[src/rtl/dmem_access_ctrl.sv]
// MEM-stage controller for a word-wide synchronous RAM without byte enables:
// loads are read-then-extract, SW is a single write, SH/SB are read-modify-write.
module dmem_access_ctrl #(
    parameter logic [31:0] BASE   = 32'h1001_0000,
    parameter int          ADDR_W = 11,
    parameter int          DEPTH  = 2048
) (
    input  logic              clk,
    input  logic              rst,
    input  logic              req,
    input  logic              we,
    input  logic [1:0]        size,
    input  logic              sign,
    input  logic [31:0]       addr,
    input  logic [31:0]       wdata,
    output logic              stall,
    output logic              done,
    output logic              err,
    output logic [31:0]       rdata,
    output logic [ADDR_W-1:0] mem_addr,
    output logic              mem_ren,
    output logic              mem_wen,
    output logic [31:0]       mem_wdata,
    input  logic [31:0]       mem_rdata
);

    localparam logic [31:0] RANGE = 32'(4 * DEPTH);

    typedef enum logic [2:0] {
        S_IDLE, S_READ, S_CAPT, S_WRITE, S_DONE, S_ERR
    } state_t;

    state_t            state_q;
    logic [ADDR_W-1:0] idx_q;
    logic [1:0]        lane_q;
    logic [1:0]        size_q;
    logic              we_q;
    logic              sign_q;
    logic [31:0]       wdata_q;
    logic [31:0]       rdata_q;
    logic [31:0]       mem_wdata_q;
    logic              done_q;
    logic              err_q;
    logic              ren_q;
    logic              wen_q;

    logic [31:0] off_d;
    logic        req_err_d;
    logic [31:0] load_d;
    logic [31:0] merge_d;
    logic [7:0]  byte_d;
    logic [15:0] half_d;

    // Offset wraps, so addresses below BASE land far out of range.
    always_comb begin
        off_d     = addr - BASE;
        req_err_d = (size == 2'b11)
                  || (size == 2'b00 && off_d[1:0] != 2'b00)
                  || (size == 2'b01 && off_d[0])
                  || (off_d >= RANGE);
    end

    always_comb begin
        byte_d  = mem_rdata[{lane_q, 3'b000} +: 8];
        half_d  = lane_q[1] ? mem_rdata[31:16] : mem_rdata[15:0];
        load_d  = mem_rdata;
        merge_d = mem_rdata;
        case (size_q)
            2'b00:   load_d = mem_rdata;
            2'b01:   load_d = {{16{sign_q & half_d[15]}}, half_d};
            default: load_d = {{24{sign_q & byte_d[7]}}, byte_d};
        endcase
        if (size_q == 2'b01) begin
            if (lane_q[1]) merge_d[31:16] = wdata_q[15:0];
            else           merge_d[15:0]  = wdata_q[15:0];
        end else begin
            merge_d[{lane_q, 3'b000} +: 8] = wdata_q[7:0];
        end
    end

    // Strobes are registered alongside the state they belong to.
    always_ff @(posedge clk or posedge rst) begin
        if (rst) begin
            state_q     <= S_IDLE;
            idx_q       <= '0;
            lane_q      <= '0;
            size_q      <= '0;
            we_q        <= 1'b0;
            sign_q      <= 1'b0;
            wdata_q     <= '0;
            rdata_q     <= '0;
            mem_wdata_q <= '0;
            done_q      <= 1'b0;
            err_q       <= 1'b0;
            ren_q       <= 1'b0;
            wen_q       <= 1'b0;
        end else begin
            done_q <= 1'b0;
            err_q  <= 1'b0;
            ren_q  <= 1'b0;
            wen_q  <= 1'b0;
            case (state_q)
                S_IDLE: begin
                    if (req) begin
                        idx_q   <= off_d[ADDR_W+1:2];
                        lane_q  <= off_d[1:0];
                        size_q  <= size;
                        we_q    <= we;
                        sign_q  <= sign;
                        wdata_q <= wdata;
                        if (req_err_d) begin
                            state_q <= S_ERR;
                            done_q  <= 1'b1;
                            err_q   <= 1'b1;
                        end else if (!we || size != 2'b00) begin
                            state_q <= S_READ;
                            ren_q   <= 1'b1;
                        end else begin
                            state_q     <= S_WRITE;
                            wen_q       <= 1'b1;
                            mem_wdata_q <= wdata;
                        end
                    end
                end
                S_READ: state_q <= S_CAPT;
                S_CAPT: begin
                    if (we_q) begin
                        mem_wdata_q <= merge_d;
                        state_q     <= S_WRITE;
                        wen_q       <= 1'b1;
                    end else begin
                        rdata_q <= load_d;
                        state_q <= S_DONE;
                        done_q  <= 1'b1;
                    end
                end
                S_WRITE: begin
                    state_q <= S_DONE;
                    done_q  <= 1'b1;
                end
                default: state_q <= S_IDLE;
            endcase
        end
    end

    assign stall     = (state_q != S_IDLE && state_q != S_DONE && state_q != S_ERR)
                     || (state_q == S_IDLE && req);
    assign done      = done_q;
    assign err       = err_q;
    assign rdata     = rdata_q;
    assign mem_addr  = idx_q;
    assign mem_ren   = ren_q;
    assign mem_wen   = wen_q;
    assign mem_wdata = mem_wdata_q;

endmodule

[config.mk]
export PLATFORM = sky130hd
export DESIGN_NAME = dmem_access_ctrl
export DESIGN_NICKNAME = d
export VERILOG_FILES = /design/src/rtl/dmem_access_ctrl.sv
export SDC_FILE = /design/constraint.sdc
export NUM_CORES = 1
export LEC_CHECK = 0
export BUFFER_PORTS_ARGS = -buffer_cell sky130_fd_sc_hd__buf_2
export CORE_MARGIN = 2
export CORE_UTILIZATION = 45
export CTS_CLUSTER_DIAMETER = 60
export DETAILED_ROUTE_END_ITERATION = 8
export PLACE_DENSITY = 0.73
export SLEW_MARGIN = 25
export SYNTH_ARGS = -nofsm -noshare
export SYNTH_HDL_FRONTEND = slang
export SYNTH_SLANG_ARGS = --single-unit
[constraint.sdc]
create_clock -name clk -period 3.2 [get_ports clk]
set_clock_uncertainty 0.1 [all_clocks]
set_input_delay 0 -clock clk [delete_from_list [all_inputs] [get_ports clk]]
set_output_delay 0 -clock clk [all_outputs]
set_load 0.01 [all_outputs]
Word level (Yosys, flattened, before mapping). Cells that the tools add are included.

Register bits after elaboration: 104. Memories kept: 0. Word-level logic and storage cells: 85. Latch bits: 0. Output and inout bits: 80. RAM bits: 0. ROM bits: 0. Input bits: 103.

Equality and inequality tests: 12. Add/subtract/negate cells: 2. Magnitude comparators: 1. Reductions and logical operators: 21. Mux-type cells: 30. Multiply operators: 0. Bitwise gates (word level): 3. Divide/modulo/power cells: 0. Shift-type cells: 3.

Operator list (number): 2-to-1 mux 32 bit (5); case mux 32 bit (2 select lines) (2); 2-to-1 mux 16 bit (3); bitwise mux 32 bit (1); >= comparator 32 x 14 -> 1 bit, second input constant (1); variable shift 8 x 7 -> 32 bit, first input constant (1); indexed part select 32 x 6 -> 8 bit (1); indexed part select 8 x 7 -> 32 bit (1); subtractor 32 x 29 -> 32 bit, second input constant (1); 2-to-1 mux 1 bit (12); case mux 3 bit (4 select lines) (1); 2-to-1 mux 3 bit (3); != test 2 bit, second input constant (4); negation 5 -> 7 bit (1); == test 3 x 2 -> 1 bit, second input constant (2); != test 3 bit, second input constant (2); nonzero test 2 bit (3); logical AND 1 bit (5); logical OR 1 bit (5); AND reduction 5 bit (1); == test 2 x 1 -> 1 bit, second input constant (2); logical NOT 2 bit (2); AND reduction 2 bit (2); == test 3 x 1 -> 1 bit, second input constant (1); other kinds (9) (10).

Depth between registers and ports, before layout.
Depth in word-level cells: 9. Mapped depth: 8. Depth with buffers taken out: 7.

Worst setup path after synthesis. OpenSTA, ideal clock, no wires.

Path type: flip-flop to flip-flop. Start: register lane_q[1]. End: register mem_wdata_q[10] (netlist: mem_wdata[10]). Setup time: 64 ps. Cell stages (with the launch flop): 9. Required time: 3036 ps. Clock period less this slack: 2463 ps. Data arrival time: 2299 ps. Slack: 737 ps. Cell sequence: dfrtp_1 -> clkbuf_1 -> inv_1 -> ha_1 -> nand2_1 -> nor4_1 -> a222oi_1 -> a21oi_1 -> mux2_2.

Longest elaborated chain between the ends: 6. Elaborated cells on any way between the ends: 8.

Ends and longest elaborated chain: start: declaration (line 35) `logic [1:0] lane_q;`; start signal: assignment (line 106) `lane_q <= off_d[1:0];`; negation 5 -> 7 bit (line 77) `merge_d[{lane_q, 3'b000} +: 8] = wdata_q[7:0];`; indexed part select 8 x 7 -> 32 bit / variable shift 8 x 7 -> 32 bit (equally long branches) (line 77); bitwise mux 32 bit (line 77); 2-to-1 mux 32 bit (*) (line 73) `if (size_q == 2'b01) begin`; 2-to-1 mux 32 bit (*) (line 127) `if (we_q) begin`; case mux 32 bit (2 select lines) (*) (line 102) `case (state_q)`; end signal: assignment (line 121) `mem_wdata_q <= wdata;`; end signal: assignment (line 128) `mem_wdata_q <= merge_d;`; end: declaration (line 41) `logic [31:0] mem_wdata_q;`.

Mark *: on every way between the ends. The rest lies on a longest branch, timed or not. The select of a mux whose other input is x is not followed. A chain may end at the register's enable or synchronous reset.

Worst setup path in the final report.
Start: register lane_q[0]. End: register mem_wdata_q[22] (netlist: mem_wdata[22]).

Longest elaborated chain between the ends: 6. Elaborated cells on any way between the ends: 7.

Ends and longest elaborated chain (line): negation 5 -> 7 bit (*) (77); indexed part select 8 x 7 -> 32 bit / variable shift 8 x 7 -> 32 bit (equally long branches) (77); bitwise mux 32 bit (*) (77); 2-to-1 mux 32 bit (*) (73); 2-to-1 mux 32 bit (*) (127); case mux 32 bit (2 select lines) (*) (102).

Marks and branches as above.

==> flow_metrics.py <==
metrics = {
    "floorplanning": {
        "core_um2": 11400,
        "die_w_um": 112,
        "die_h_um": 112,
        "core.rowCount": 39,
        "initial_core_util_pct": 46.3,
        "dieArea_um2": 12600,
        "io-pin-count": 183,
    },
    "power": {
        "power.density_nw_per_um2": 901,
        "p_clk_share_pct": 17.6,
        "seq_power_share_pct": 37.5,
        "peakVddDrop_uv": 578,
        "comb_power_share_pct": 44.9,
        "p_leak_nw": 3.44,
        "p_sw_mw": 2.68,
        "swShare_pct": 40.5,
        "internal_power_mw": 3.93,
    },
    "grt": {
        "grt_use_total_pct": 27.4,
        "grt_overflow_total": 0,
        "grt_pass1_vias": 5248,
        "grt_max_degree": 65,
        "antenna_found_initial": 0,
        "grt_pass1_wl_um": 27100,
    },
    "clock_tree": {
        "cts_tree": "done",
        "htreeDepth": 3,
        "root_buffer": "clkbuf_16",
        "cts_made_buffers": 9,
        "ctsHoldBuffers": 68,
        "cts.repair.resized": 0,
        "clock_sinks": 104,
        "postCtsSetupRepairBufs": 0,
        "cts.clk_slew.worst_paths_ns": 0.07,
        "ctsLongestPathBuffers": 2,
        "insertion_delay_ns": 0.36,
    },
    "worst_setup_path": {
        "required_ns": 3.40,
        "crit_arrival_ns": 2.86,
        "cp-start-kind": "flip-flop",
        "ff2ff_setup_slack_ns": 0.53,
        "slowest_stage": "o31ai_1",
        "worstReg2RegStart": "lane_q[0]",
        "crit_family": "compound AO/OA/AOI/OAI gates",
        "worst_path_largest_cell_delay_ns": 0.73,
        "worstRegToRegCells": 7,
        "crit_buf_inv": 1,
        "path_class": "reg -> reg",
        "crit_chain": "inv_1 > ha_1 > nand3b_1 > o31ai_1 > a22oi_1 > a21oi_1 > mux2_2",
        "r2r_end": "mem_wdata[22]",
        "crit_path_end_kind": "flip-flop",
        "cp_max_fo": 9,
    },
    "yosys": {
        "syn_inst": 532,
        "synth_edf_count": 0,
        "postSynth.asyncResetShare_pct": 100,
        "syn_area_per_cell_um2": 9.93,
        "ys_warn_count": 0,
        "synthFlopType": "dfrtp_1",
        "syn_area_um2": 5280,
        "ys_seq_elements": 104,
        "synth_fp_nets": 640,
        "ys_seq_area_share_pct": 49.3,
        "yosysUniqueCellTypes": 44,
    },
    "drt": {
        "routed-wl-met2_um": 8360,
        "dr.max_layer_used": "met4",
        "drt_iter0_drc": 563,
        "met3RoutedLength_um": 1580,
        "wl_um": 17300,
        "drt_first_pass_iters": 9,
        "wire_per_inst_um": 18.9,
        "ant_nets": 0,
        "drc": 0,
        "via_per_inst": 5.76,
        "via_count": 5278,
        "drt-met1-wl_um": 6730,
    },
    "timing": {
        "setup_tns_ns": 0,
        "tightest_slew_ns": 0.890,
        "finalCriticalPeriod_ns": 2.67,
        "setup_viol": 0,
        "slew_headroom_pct": 40.2,
        "rsz0062_at_grt": "false",
        "max_freq_mhz": 375,
        "hold_viol_final": 0,
        "hold_slack_ns": 0.0116,
        "maxSlewViolCount": 0,
        "fin_crit_sh_pct": 83.3,
    },
    "placement": {
        "dp_hpwl_um": 12200,
        "io_buffers": 182,
        "gpl.final_weighted_congestion": 0.938,
        "postPlaceCellArea_um2": 6320,
    },
    "flow_run": {
        "cap_violations": 0,
    },
    "outcome": {
        "outcome": "completed",
    },
    "cells_and_area": {
        "layout_commonest_cell": "buf_2",
        "fillers": 918,
        "layout_common_cells": "182 x buf_2, 104 x dfrtp_1, 78 x nand2_1, 68 x dlygate4sd3_1, 58 x nor2_1",
        "antenna_cells": 0,
        "final_core_util_pct": 64.1,
        "finalNetCount": 877,
        "final_area_um2": 7320,
        "syn_to_final_growth_pct": 38.6,
        "drive_gt1_share_pct": 34.4,
    },
    "min_path": {
        "hold_depth": 6,
        "hp-class": "in -> reg",
        "min-delay-start": "addr[23]",
        "hold_end": "state_q[1]",
    },
}
==> power groups by stage <==
stage | combinational, mW | clock (mW) | sequential (mW)
2_1_floorplan | 1.69 | 0 | 2.55
3_3_place_gp | 2.80 | 0 | 2.45
3_5_place_dp | 2.87 | 0 | 2.48
4_1_cts | 2.95 | 1.19 | 2.46
5_1_grt | 3.23 | 1.25 | 2.55
6_report | 2.96 | 1.16 | 2.47
==> cells in the mapped netlist (4+ instances only) <==
master	instances	area, um2
clkbuf_1	27	101
nor2b_1	4	25.0
inv_1	6	22.5
nor2_1	58	218
o21a_1	7	52.6
dfrtp_1	104	2600
nand3b_1	4	30.0
o211ai_1	7	52.6
mux2_2	50	563
a21oi_1	53	265
a31oi_1	8	50.1
and2_1	5	31.3
o21ai_0	7	35.0
nand3_1	10	50.1
nand2b_1	5	31.3
nor4_1	5	31.3
a22oi_1	24	180
nor3_1	4	20.0
ha_1	5	62.6
a222oi_1	15	150
nand2_1	78	293
o22a_1	8	70.1
mux2i_1	8	80.1
==> metal layers <==
layer	up-vias	GRT usage [%]
met5	-	0
met4	0	13.7
met3	52	5.78
met2	287	44.5
met1	2531	35.0
li1	2408	-
==> area by class of cell <==
class / count / area [um2] / area share (%)
clock buffer: 9 / 225 / 3.07
clock inverter: 7 / 90.1 / 1.23
timing repair buffer: 259 / 1670 / 22.8
multi-input combinational: 389 / 2530 / 34.6
tap: 143 / 179 / 2.44
sequential: 104 / 2600 / 35.5
inverter: 6 / 25.0 / 0.342
==> through the flow <==
| step | instances | power (mW) | setup WS [ns] |
|---|---|---|---|
| 2_1_floorplan | 532 | 4.25 | 0.368 |
| 3_3_place_gp | 833 | 5.24 | 0.560 |
| 3_5_place_dp | 833 | 5.35 | 0.476 |
| 4_1_cts | 917 | 6.59 | 0.466 |
| 5_1_grt | 917 | 7.02 | 0.286 |
| 6_report | 917 | 6.60 | 0.533 |
==> registers in the layout, indices dropped and copies added (netlist names) <==
register	cells
mem_ren	1
err	1
done	1
mem_wen	1
mem_addr	11
rdata	32
wdata_q	16
lane_q	2
size_q	2
sign_q	1
state_q	3
we_q	1
mem_wdata	32
==> worst max-delay path by stage <==
stage	cells after the start	endpoint	from
after global routing	7	mem_wdata[29]	lane_q[0]
after CTS	7	mem_wdata[14]	lane_q[0]
final	7	mem_wdata[22]	lane_q[0]
after global placement	5	mem_wdata[0]	size_q[1]
after floorplan	1	done	rst
after detailed placement	7	mem_wdata[14]	lane_q[0]
==> kinds of logic (layout without fill, tap and decap cells) <==
family | count (synthesis) | in the layout | synth area share [%]
buffers and inverters | 39 | 281 | 3.24
adder cells (fa/ha/maj) | 5 | 5 | 1.18
AND/OR/NAND/NOR | 183 | 183 | 15.2
multiplexers | 62 | 62 | 13.2
AO/OA/AOI/OAI | 139 | 139 | 17.8
flip-flops | 104 | 104 | 49.3
==> worst reg2reg max path, delay by kind of cell, from the launching register on <==
kind	cells	cell delay, ns
AOI/OAI and AO/OA	3	1.19
DFF	1	0.52
adders and majority gates	1	0.38
buffers and inverters	1	0.18
muxes	1	0.17
and+or+nand+nor	1	0.09
Power figures use the tool's default switching activity.
